### config.mk
export PLATFORM = sky130hd
export DESIGN_NAME = core_ctrl_flat
export DESIGN_NICKNAME = d
export VERILOG_FILES = /design/src/rtl/core_ctrl_pkg.sv /design/src/rtl/core_ctrl_if.sv /design/src/rtl/core_ctrl_perf.sv /design/src/rtl/core_ctrl.sv /design/src/flat_wrapper.sv
export SDC_FILE = /design/constraint.sdc
export NUM_CORES = 1
export LEC_CHECK = 0
export CAP_MARGIN = 20
export CORE_ASPECT_RATIO = 0.5
export CORE_MARGIN = 5
export CORE_UTILIZATION = 25
export CTS_BUF_LIST = sky130_fd_sc_hd__clkbuf_16
export DETAILED_ROUTE_END_ITERATION = 12
export PLACE_DENSITY = 0.6
export SLEW_MARGIN = 20
export SYNTH_ARGS = -nofsm -noshare
export SYNTH_HDL_FRONTEND = slang
export SYNTH_SLANG_ARGS = --single-unit
### constraint.sdc
create_clock -name clock -period 2 [get_ports clock]
set_input_delay 0.4 -clock clock [delete_from_list [all_inputs] [get_ports clock]]
set_output_delay 0.4 -clock clock [all_outputs]
set_load 0.1 [all_outputs]
### src/rtl/core_ctrl_pkg.sv
// Shared types for the core sequencer: FSM states, inst_type classes, wb_sel codes.
// Pure declarations and decode helpers; no clocked logic, no latency.
// No flow control here; the req/ack handshakes live in core_ctrl.
package core_pkg;

    typedef enum logic [2:0] {
        FETCH,
        DECODE,
        EXEC,
        MEM,
        WB,
        HALT,
        FAULT
    } state_t;

    localparam logic [3:0] INST_NONE   = 4'd0;
    localparam logic [3:0] INST_IMM    = 4'd1;
    localparam logic [3:0] INST_REG    = 4'd2;
    localparam logic [3:0] INST_UPP    = 4'd3;
    localparam logic [3:0] INST_STORE  = 4'd4;
    localparam logic [3:0] INST_LOAD   = 4'd8;
    localparam logic [3:0] INST_JUMP   = 4'd12;
    localparam logic [3:0] INST_EBREAK = 4'd13;

    localparam logic [1:0] WB_ALU = 2'd0;
    localparam logic [1:0] WB_MEM = 2'd1;
    localparam logic [1:0] WB_PC4 = 2'd2;
    localparam logic [1:0] WB_IMM = 2'd3;

    function automatic logic is_load(input logic [3:0] it);
        return it[3:2] == INST_LOAD[3:2];
    endfunction

    function automatic logic is_store(input logic [3:0] it);
        return it[3:2] == INST_STORE[3:2];
    endfunction

    function automatic logic [1:0] wb_sel_of(input logic [3:0] it);
        logic [1:0] sel;
        sel = WB_ALU;
        if (it == INST_UPP)      sel = WB_IMM;
        else if (is_load(it))    sel = WB_MEM;
        else if (it == INST_JUMP) sel = WB_PC4;
        return sel;
    endfunction

endpackage

### src/rtl/core_ctrl_if.sv
// Sequencer-facing bundle: decoder inputs, imem/dmem req/ack, strobes and status.
// Wires only, zero latency.
// Each req is held until its ack; an ack while the req is low is ignored.
interface core_ctrl_if #(
    parameter int XLEN = 32
);
    logic [3:0]      inst_type;
    logic [XLEN-1:0] jump_target;
    logic            imem_req;
    logic            imem_ack;
    logic [XLEN-1:0] imem_addr;
    logic            ir_we;
    logic            dmem_req;
    logic            dmem_we;
    logic [1:0]      dmem_size;
    logic            dmem_ack;
    logic            rf_we;
    logic [1:0]      wb_sel;
    logic [XLEN-1:0] pc;
    logic            halted;
    logic            illegal;

    modport master (
        input  inst_type, jump_target, imem_ack, dmem_ack,
        output imem_req, imem_addr, ir_we, dmem_req, dmem_we, dmem_size,
               rf_we, wb_sel, pc, halted, illegal
    );

    modport slave (
        output inst_type, jump_target, imem_ack, dmem_ack,
        input  imem_req, imem_addr, ir_we, dmem_req, dmem_we, dmem_size,
               rf_we, wb_sel, pc, halted, illegal
    );
endinterface

### src/rtl/core_ctrl_perf.sv
// Cycle and retired-instruction counters, present only with CORE_CTRL_PERF_EN.
// Counts take effect one clock after the event.
// No backpressure; both counters freeze while halted.
module core_ctrl_perf (
    input  logic        clock,
    input  logic        reset,
    input  logic        halted,
    input  logic        retire,
    output logic [63:0] cycle_count,
    output logic [63:0] instret
);
    always_ff @(posedge clock or negedge reset) begin
        if (!reset) begin
            cycle_count <= '0;
            instret     <= '0;
        end else if (!halted) begin
            cycle_count <= cycle_count + 64'd1;
            if (retire) instret <= instret + 64'd1;
        end
    end
endmodule

### src/rtl/core_ctrl.sv
// Multi-cycle FETCH/DECODE/EXEC/MEM/WB sequencer; CORE_CTRL_PERF_EN adds perf counters.
// ALU/JALR/store 4 cycles, load 5, plus one per ack wait cycle.
// imem/dmem reqs held until ack; EBREAK, illegal type or misaligned jump stop the core.
module core_ctrl
    import core_pkg::*;
#(
    parameter int              XLEN     = 32,
    parameter logic [XLEN-1:0] RESET_PC = XLEN'(32'h8000_0000)
) (
    input logic         clock,
    input logic         reset,
    core_ctrl_if.master bus
`ifdef CORE_CTRL_PERF_EN
    ,
    output logic [63:0] cycle_count,
    output logic [63:0] instret
`endif
);
    state_t          state, state_nxt;
    logic [XLEN-1:0] pc_q, pc_nxt;
    logic            imem_req_c, dmem_req_c, ir_we_c, rf_we_c;
    logic            retire;
    logic            halted;

    always_comb begin
        state_nxt  = state;
        pc_nxt     = pc_q;
        imem_req_c = 1'b0;
        dmem_req_c = 1'b0;
        ir_we_c    = 1'b0;
        rf_we_c    = 1'b0;
        retire     = 1'b0;
        case (state)
            FETCH: begin
                imem_req_c = 1'b1;
                if (bus.imem_ack) begin
                    ir_we_c   = 1'b1;
                    state_nxt = DECODE;
                end
            end
            DECODE: begin
                if (bus.inst_type == INST_EBREAK)
                    state_nxt = HALT;
                else if (bus.inst_type == INST_NONE || bus.inst_type > INST_EBREAK)
                    state_nxt = FAULT;
                else
                    state_nxt = EXEC;
            end
            EXEC: begin
                if (is_load(bus.inst_type) || is_store(bus.inst_type))
                    state_nxt = MEM;
                else if (bus.inst_type == INST_JUMP && bus.jump_target[1])
                    state_nxt = FAULT;
                else
                    state_nxt = WB;
            end
            MEM: begin
                dmem_req_c = 1'b1;
                if (bus.dmem_ack) begin
                    if (is_store(bus.inst_type)) begin
                        pc_nxt    = pc_q + XLEN'(4);
                        retire    = 1'b1;
                        state_nxt = FETCH;
                    end else begin
                        state_nxt = WB;
                    end
                end
            end
            WB: begin
                rf_we_c   = 1'b1;
                retire    = 1'b1;
                state_nxt = FETCH;
                if (bus.inst_type == INST_JUMP)
                    pc_nxt = {bus.jump_target[XLEN-1:1], 1'b0};
                else
                    pc_nxt = pc_q + XLEN'(4);
            end
            HALT, FAULT: state_nxt = state;
            default:     state_nxt = FAULT;
        endcase
    end

    always_ff @(posedge clock or negedge reset) begin
        if (!reset) begin
            state <= FETCH;
            pc_q  <= RESET_PC;
        end else begin
            state <= state_nxt;
            pc_q  <= pc_nxt;
        end
    end

    // Reset forces state to FETCH asynchronously; gating keeps every req and strobe low meanwhile.
    assign bus.imem_req  = imem_req_c & reset;
    assign bus.dmem_req  = dmem_req_c & reset;
    assign bus.dmem_we   = (state == MEM) & bus.inst_type[2] & reset;
    assign bus.ir_we     = ir_we_c & reset;
    assign bus.rf_we     = rf_we_c & reset;
    assign bus.dmem_size = bus.inst_type[1:0];
    assign bus.wb_sel    = wb_sel_of(bus.inst_type);
    assign bus.imem_addr = pc_q;
    assign bus.pc        = pc_q;
    assign halted        = (state == HALT) || (state == FAULT);
    assign bus.halted    = halted;
    assign bus.illegal   = (state == FAULT);

    logic unused_jt0;
    assign unused_jt0 = bus.jump_target[0];

`ifdef CORE_CTRL_PERF_EN
    core_ctrl_perf u_perf (
        .clock       (clock),
        .reset       (reset),
        .halted      (halted),
        .retire      (retire),
        .cycle_count (cycle_count),
        .instret     (instret)
    );
`else
    logic unused_retire;
    assign unused_retire = retire;
`endif
endmodule

### src/flat_wrapper.sv
// flat-port wrapper written by rule: the top's interface ports become plain ports
module core_ctrl_flat import core_pkg::*;
#(
    parameter int              XLEN     = 32,
    parameter logic [XLEN-1:0] RESET_PC = XLEN'(32'h8000_0000)
)
  (clock, reset, bus_inst_type, bus_jump_target, bus_imem_ack, bus_dmem_ack, bus_imem_req, bus_imem_addr, bus_ir_we, bus_dmem_req, bus_dmem_we, bus_dmem_size, bus_rf_we, bus_wb_sel, bus_pc, bus_halted, bus_illegal);
  core_ctrl_if #(.XLEN(XLEN)) bus_i ();
  input logic clock;
  input logic reset;
  input wire logic [$bits(bus_i.inst_type)-1:0] bus_inst_type;
  input wire logic [$bits(bus_i.jump_target)-1:0] bus_jump_target;
  input wire logic [$bits(bus_i.imem_ack)-1:0] bus_imem_ack;
  input wire logic [$bits(bus_i.dmem_ack)-1:0] bus_dmem_ack;
  output wire logic [$bits(bus_i.imem_req)-1:0] bus_imem_req;
  output wire logic [$bits(bus_i.imem_addr)-1:0] bus_imem_addr;
  output wire logic [$bits(bus_i.ir_we)-1:0] bus_ir_we;
  output wire logic [$bits(bus_i.dmem_req)-1:0] bus_dmem_req;
  output wire logic [$bits(bus_i.dmem_we)-1:0] bus_dmem_we;
  output wire logic [$bits(bus_i.dmem_size)-1:0] bus_dmem_size;
  output wire logic [$bits(bus_i.rf_we)-1:0] bus_rf_we;
  output wire logic [$bits(bus_i.wb_sel)-1:0] bus_wb_sel;
  output wire logic [$bits(bus_i.pc)-1:0] bus_pc;
  output wire logic [$bits(bus_i.halted)-1:0] bus_halted;
  output wire logic [$bits(bus_i.illegal)-1:0] bus_illegal;
  assign bus_i.inst_type = bus_inst_type;
  assign bus_i.jump_target = bus_jump_target;
  assign bus_i.imem_ack = bus_imem_ack;
  assign bus_i.dmem_ack = bus_dmem_ack;
  assign bus_imem_req = bus_i.imem_req;
  assign bus_imem_addr = bus_i.imem_addr;
  assign bus_ir_we = bus_i.ir_we;
  assign bus_dmem_req = bus_i.dmem_req;
  assign bus_dmem_we = bus_i.dmem_we;
  assign bus_dmem_size = bus_i.dmem_size;
  assign bus_rf_we = bus_i.rf_we;
  assign bus_wb_sel = bus_i.wb_sel;
  assign bus_pc = bus_i.pc;
  assign bus_halted = bus_i.halted;
  assign bus_illegal = bus_i.illegal;
  core_ctrl #(.XLEN(XLEN), .RESET_PC(RESET_PC)) u_core (.clock(clock), .reset(reset), .bus(bus_i));
endmodule
# Yosys cells after proc, flatten, opt, wreduce, memory -nomap -nowiden

Cells that the tools add are included.
W data, S select, Z words.

Word-level logic and storage cells: 55
Input port bits: 40
Register bits: 35

Equal/unequal tests: 14
Mux-type cells: 20
Bitwise gates (word level): 7
Reductions and logical operators: 10
$lt $le $gt $ge: 1
Add/sub/neg operators: 1

Operator list:

| kind                    | count |
|---|---|
| $mux W32                | 3 |
| $pmux W32 S2            | 1 |
| $add A32 B3 Y32 const B | 1 |
| $mux W3                 | 6 |
| $pmux W3 S6             | 1 |
| $eq A3 B3 Y1 const B    | 3 |
| $eq A4 B4 Y1 const B    | 2 |
| $mux W2                 | 4 |
| $and A1 B1 Y1           | 6 |
| $eq A3 B2 Y1 const B    | 2 |
| $reduce_and A3 Y1       | 2 |
| $mux W1                 | 5 |
| $eq A4 B2 Y1 const B    | 1 |
| $gt A4 B4 Y1 const B    | 1 |
| $logic_not A4 Y1        | 1 |
| $ne A2 B2 Y1 const B    | 2 |
| $eq A3 B1 Y1 const B    | 1 |
| $logic_not A3 Y1        | 1 |
| $logic_or A1 B1 Y1      | 3 |
| $eq A2 B1 Y1 const B    | 1 |
| $eq A2 B2 Y1 const B    | 1 |
| $ne A2 B1 Y1 const B    | 1 |
| $reduce_bool A2 Y1      | 1 |
| $reduce_or A2 Y1        | 1 |
| 2 further kinds         | 2 |

# Logic depth before layout (Yosys ltp)

Depth after elaboration: 5
Gate-level depth with buffers: 8
Depth with buffers taken out: 6

# Worst setup path after synthesis

No wires, ideal clock.

Path kind: register to output
Start point: register u_core.state[2]
End point: output port bus_ir_we
Arrival: 3.706 ns
Path slack: -2.106 ns
Stages on the path, launching flop included: 6
Required time: 1.600 ns
Cells stage by stage: dfrtp_1 -> buf_4 -> inv_1 -> nand2_1 -> nor3_1 -> and2_1

Cells in the longest elaborated chain, start to end: 3

Ends and longest elaborated chain:

| what                   | RTL line           | source |
|---|---|---|
| from (decl)            | core_ctrl.sv:19    | `state_t state, state_nxt;` |
| from (signal assigned) | core_ctrl.sv:88    | `state <= state_nxt;` |
| $logic_not A3 Y1       | core_ctrl.sv:33    | `case (state)` |
| $mux W1                | core_ctrl.sv:33    |  |
| $and A1 B1 Y1          | core_ctrl.sv:97    | `assign bus.ir_we = ir_we_c & reset;` |
| to (decl)              | flat_wrapper.sv:17 | `output wire logic [$bits(bus_i.ir_we)-1:0] bus_ir_we;` |

Every way passes these cells.

# Worst setup path in the final report

Start point: register u_core.state[1]
End point: output port bus_dmem_we

Cells in the longest elaborated chain, start to end: 3

Ends and longest elaborated chain:

| what                        | RTL line           | source |
|---|---|---|
| $eq A3 B2 Y1                | core_ctrl.sv:96    | `assign bus.dmem_we = (state == MEM) & bus.inst_type[2] & reset;` |
| $and A1 B1 Y1 (2 in series) | core_ctrl.sv:96    |  |
| to (decl)                   | flat_wrapper.sv:19 | `output wire logic [$bits(bus_i.dmem_we)-1:0] bus_dmem_we;` |

Every way passes these cells.

==> impl_results.html <==
<table>
<tr><th>Metric</th><th>Value</th></tr>
<tr><th colspan="2">Synthesis</th></tr>
<tr><td>Synth Area in Simple Gates</td><td>0.268</td></tr>
<tr><td>Complex-gate fraction of the synthesized area</td><td>0.243</td></tr>
<tr><td>Parity-gate share of the synthesized area counting xor and xnor cells</td><td>0.00309</td></tr>
<tr><td>Number of distinct library cell variants in the gate-level netlist after synthesis</td><td>49</td></tr>
<tr><td>Proportion of synthesized area in mux cells</td><td>0.0106</td></tr>
<tr><td>Library cell with the largest summed area after synthesis</td><td>sky130_fd_sc_hd__dfrtp_1</td></tr>
<tr><td>Avg Synthesized Cell Area</td><td>8.35 um^2</td></tr>
<tr><td>Adder and majority gate portion of the synthesized area</td><td>0.0220</td></tr>
<tr><td>Async set-reset flop share out of synthesis</td><td>1.00</td></tr>
<tr><td>Number of synthesized register bits</td><td>34</td></tr>
<tr><td>Post-synth design cell area</td><td>2840 um^2</td></tr>
<tr><td>Number of warnings reported in the yosys synthesis log</td><td>0</td></tr>
<tr><td>Yosys top cell area share</td><td>0.291</td></tr>
<tr><td>Sequential cell area fraction in the yosys report</td><td>0.300</td></tr>
<tr><td>Synthesized instance count</td><td>340</td></tr>
<tr><td>Largest family of logic cells by synthesized area</td><td>simple AND/OR/NAND/NOR gates</td></tr>
<tr><td>Top area cells in the synthesized netlist</td><td>sky130_fd_sc_hd__dfrtp_1 29%, sky130_fd_sc_hd__buf_4 10%, sky130_fd_sc_hd__nand3_1 4.1%</td></tr>
<tr><td>Number of enable-type register cells in the synthesized netlist</td><td>0</td></tr>
<tr><td>Predominant post-synthesis flop cell</td><td>sky130_fd_sc_hd__dfrtp_1</td></tr>
<tr><th colspan="2">Global route</th></tr>
<tr><td>Leftover overflow at the end of global routing</td><td>0</td></tr>
<tr><td>GRT Util Overall</td><td>0.151</td></tr>
<tr><td>Number of global-route vias before repair</td><td>3118</td></tr>
<tr><td>Largest net degree at the start of global routing</td><td>32</td></tr>
<tr><td>Antenna violations before repair</td><td>0</td></tr>
<tr><td>Wire length of the first global-routing pass</td><td>16900 um</td></tr>
<tr><th colspan="2">Worst hold path</th></tr>
<tr><td>HP Class</td><td>in2async</td></tr>
<tr><th colspan="2">Floorplan</th></tr>
<tr><td>Placeable core region</td><td>11000 um^2</td></tr>
<tr><td>Initial core utilization</td><td>0.257</td></tr>
<tr><td>Die outline width</td><td>161 um</td></tr>
<tr><td>Rows</td><td>27</td></tr>
<tr><td>Die Y-Extent</td><td>approximately 85 um</td></tr>
<tr><td>Total die area</td><td>about 14000 um^2</td></tr>
<tr><td>I/O pin cnt</td><td>between 100 and 150</td></tr>
<tr><th colspan="2">Clock tree</th></tr>
<tr><td>Maximum clock path buffer count</td><td>2</td></tr>
<tr><td>CTS root buf</td><td>sky130_fd_sc_hd__clkbuf_16</td></tr>
<tr><td>Clock tree from TritonCTS</td><td>yes</td></tr>
<tr><td>CTS buffer count</td><td>5</td></tr>
<tr><td>Later-pin clock latency in the skew report</td><td>0.28 ns</td></tr>
<tr><td>CTS sink cnt</td><td>34</td></tr>
<tr><td>Clock transition at path regs</td><td>0.05 ns</td></tr>
<tr><td>H-tree lvl count</td><td>2</td></tr>
<tr><th colspan="2">Power</th></tr>
<tr><td>Power after layout</td><td>between 7 and 8 mW</td></tr>
<tr><td>Share of total power in the clock network</td><td>0.093</td></tr>
<tr><td>Fraction of power spent switching nets</td><td>0.565</td></tr>
<tr><td>Leakage power total</td><td>2.14 nW</td></tr>
<tr><td>Comb power frac</td><td>0.749</td></tr>
<tr><td>Sequential share of power</td><td>0.158</td></tr>
<tr><td>Peak ir drop on the vdd network</td><td>0.829 mV</td></tr>
<tr><td>Pwr/cell area</td><td>1560 nW/um^2</td></tr>
<tr><td>Switching component of the power</td><td>around 4.5 mW</td></tr>
<tr><td>Total internal power</td><td>between 3 and 4 mW</td></tr>
<tr><th colspan="2">Setup path</th></tr>
<tr><td>Cells along the critical path</td><td>buf_4 -&gt; and2_1 -&gt; and3_2 -&gt; and2_4 -&gt; buf_12</td></tr>
<tr><td>Cell at the slowest stage of the critical path</td><td>sky130_fd_sc_hd__dfrtp_1</td></tr>
<tr><td>Largest driver fanout on the critical path</td><td>10</td></tr>
<tr><td>Worst path max stage delay</td><td>0.37 ns</td></tr>
<tr><td>Critical path class</td><td>reg2out</td></tr>
<tr><td>Kind of capture point of the worst setup path</td><td>output port</td></tr>
<tr><td>Crit path launch type</td><td>flop</td></tr>
<tr><td>Number of cells on the worst reg-to-reg path</td><td>4</td></tr>
<tr><td>Required time of the critical path</td><td>1.60 ns</td></tr>
<tr><td>Arrival time of data at the critical path endpoint</td><td>1.56 ns</td></tr>
<tr><th colspan="2">Finish</th></tr>
<tr><td>Final Util</td><td>0.465</td></tr>
<tr><td>Net count of the finished layout</td><td>508</td></tr>
<tr><td>Post-layout instance area</td><td>about 5100 um^2</td></tr>
<tr><td>Most frequent standard cell in the layout excluding fill and tap cells</td><td>sky130_fd_sc_hd__buf_12</td></tr>
<tr><td>Fraction of final layout cells with drive strength greater than 1</td><td>0.409</td></tr>
<tr><td>Area growth from synthesis to layout</td><td>80.8%</td></tr>
<tr><td>Antenna diode instance count</td><td>0</td></tr>
<tr><td>Commonest non-fill, non-tap cells in the layout</td><td>68 x sky130_fd_sc_hd__buf_12, 62 x sky130_fd_sc_hd__buf_4, 33 x sky130_fd_sc_hd__clkdlybuf4s50_1</td></tr>
<tr><th colspan="2">STA</th></tr>
<tr><td>Aggregate negative setup slack</td><td>0 ns</td></tr>
<tr><td>Min Clock Period, post-route</td><td>1.96 ns</td></tr>
<tr><td>Max-slew violations</td><td>0</td></tr>
<tr><td>Worst rel slew slack</td><td>0.598</td></tr>
<tr><td>Final worst path period share</td><td>0.979</td></tr>
<tr><td>Setup repair after global routing missed its margin</td><td>yes</td></tr>
<tr><td>Maximum clock frequency</td><td>~510 MHz</td></tr>
<tr><td>Worst-Margin Slew</td><td>0.601 ns</td></tr>
<tr><td>PnR worst setup slack</td><td>0.0418 ns</td></tr>
<tr><td>Final count of negative-setup-slack endpoints</td><td>0</td></tr>
<tr><td>Count of endpoints failing hold in the final timing report</td><td>0</td></tr>
<tr><td>Clock skew after layout</td><td>0.00563 ns</td></tr>
<tr><th colspan="2">Placement</th></tr>
<tr><td>Gp weighted congestion</td><td>about 0.88</td></tr>
<tr><td>Pre-CTS WS</td><td>-0.438 ns</td></tr>
<tr><td>Post-DP Area</td><td>4920 um^2</td></tr>
<tr><td>Final HPWL DP</td><td>8270 um</td></tr>
<tr><td># port buffers</td><td>111</td></tr>
<tr><th colspan="2">Routing</th></tr>
<tr><td>Number of detailed-route iterations in the first pass</td><td>5</td></tr>
<tr><td>Number of nets with antenna violations after detailed routing</td><td>0</td></tr>
<tr><td>Post-detailed-route DRC marker count</td><td>0</td></tr>
<tr><td>Routed wirelength normalized by instance count</td><td>17.6 um</td></tr>
<tr><td>Detailed-route via count</td><td>3236</td></tr>
<tr><td>Routed Wire Length</td><td>10700 um</td></tr>
<tr><td>Starting DRT DRC Count</td><td>roughly 410</td></tr>
<tr><td>Via-per-instance ratio</td><td>5.31</td></tr>
<tr><th colspan="2">Status</th></tr>
<tr><td>Run status</td><td>completed</td></tr>
<tr><th colspan="2">Flow run</th></tr>
<tr><td>Reported max-cap violation count</td><td>0</td></tr>
</table>
## metal layers
metal | routed length [um] | global-route usage
met5 | 0 | 0
met4 | 51 | 0.0271
met3 | 686 | 0.0354
met2 | 5160 | 0.248
met1 | 4820 | 0.205
## cell families (layout without fill, tap and decap cells)
group / count (synthesis) / after routing
other: 1 / 2
adders and majority gates: 5 / 5
buffers and inverters: 69 / 192
AOI/OAI and AO/OA: 90 / 90
DFF: 34 / 34
muxes: 3 / 3
xor gates and xnor gates: 1 / 1
and+or+nand+nor: 137 / 137
## critical path: cells and delay by family (launching register included)
| family | cells | cell delay, ns |
|---|---|---|
| buf+inv | 2 | 0.35 |
| flops | 1 | 0.37 |
| simple gates | 3 | 0.56 |
## flip-flops by register name, summed over array words and instances (netlist names)
signal,count
u_core.bus.imem_addr,31
u_core.state,3
## per-stage QoR
stage | hold WS [ns] | std cells
floorplan | 0.104 | 341
global placement | 0.241 | 596
detailed placement | 0.242 | 596
CTS | 0.272 | 607
global route | 0.302 | 609
finish | 0.255 | 609
## power groups by stage
| stage | Clock [mW] | Sequential, mW | Combinational [mW] |
|---|---|---|---|
| 6_report | 0.742 | 1.27 | 5.99 |
| 5_1_grt | 0.787 | 1.30 | 6.21 |
| 4_1_cts | 0.752 | 1.26 | 5.97 |
| 3_5_place_dp | 0 | 1.27 | 5.94 |
| 3_3_place_gp | 0 | 1.27 | 5.91 |
| 2_1_floorplan | 0 | 2.27 | 2.88 |
## synth_stat cells, types with 3 or more instances
library cell / count
sky130_fd_sc_hd__buf_4: 38
sky130_fd_sc_hd__dfrtp_1: 33
sky130_fd_sc_hd__nand2_1: 27
sky130_fd_sc_hd__nand3_1: 23
sky130_fd_sc_hd__a21oi_1: 15
sky130_fd_sc_hd__nor2_1: 14
sky130_fd_sc_hd__a22oi_1: 13
sky130_fd_sc_hd__inv_1: 13
sky130_fd_sc_hd__nand4_1: 13
sky130_fd_sc_hd__o311ai_0: 11
sky130_fd_sc_hd__or3_1: 10
sky130_fd_sc_hd__and4_1: 9
sky130_fd_sc_hd__clkbuf_1: 9
sky130_fd_sc_hd__nor4_1: 9
sky130_fd_sc_hd__and2_1: 8
sky130_fd_sc_hd__nor3_1: 8
sky130_fd_sc_hd__o2111ai_1: 8
sky130_fd_sc_hd__o221a_2: 8
sky130_fd_sc_hd__o211ai_1: 7
sky130_fd_sc_hd__buf_2: 6
sky130_fd_sc_hd__ha_1: 5
sky130_fd_sc_hd__o21ai_0: 5
sky130_fd_sc_hd__o22ai_1: 4
sky130_fd_sc_hd__a211oi_1: 3
sky130_fd_sc_hd__a311oi_1: 3
sky130_fd_sc_hd__and3_1: 3
sky130_fd_sc_hd__buf_6: 3
sky130_fd_sc_hd__mux2i_1: 3
sky130_fd_sc_hd__nor3b_1: 3
sky130_fd_sc_hd__or4_1: 3
## repair_timing
item                                    4_1_cts  5_1_grt
hold endpoints to repair                      3        0
buffers inserted                              2        2
resized for setup                             7        8
endpoints found under the setup margin       33       19
pin swaps                                     0        3
hold buffers                                  1        0
## final timing paths
| kind | end | startpoint | slack, ns |
|---|---|---|---|
| worst max register to register | u_core.bus.imem_addr[27] | u_core.bus.imem_addr[18] | 0.11 |
| worst max-delay path | bus_dmem_we | u_core.state[1] | 0.04 |
| worst min register to register | u_core.bus.imem_addr[1] | u_core.bus.imem_addr[1] | 0.56 |
| min in group clock | u_core.bus.imem_addr[1] | u_core.bus.imem_addr[1] | 0.56 |
| worst min-delay path | u_core.state[2] | reset | 0.25 |
| max in group asynchronous | u_core.bus.imem_addr[1] | reset | 1.29 |
## layout make-up
type                            count  area [um^2]
Inverter                           13         53.8
Sequential cell                    34          905
Clock inverter                      3         11.3
Tap cell                          145          181
Multi-Input combinational cell    238         1630
Clock buffer                        5          125
Timing Repair Buffer              171         2230
Fill cell                        1013         5910
No activity file was read; power rests on OpenSTA's default activity.
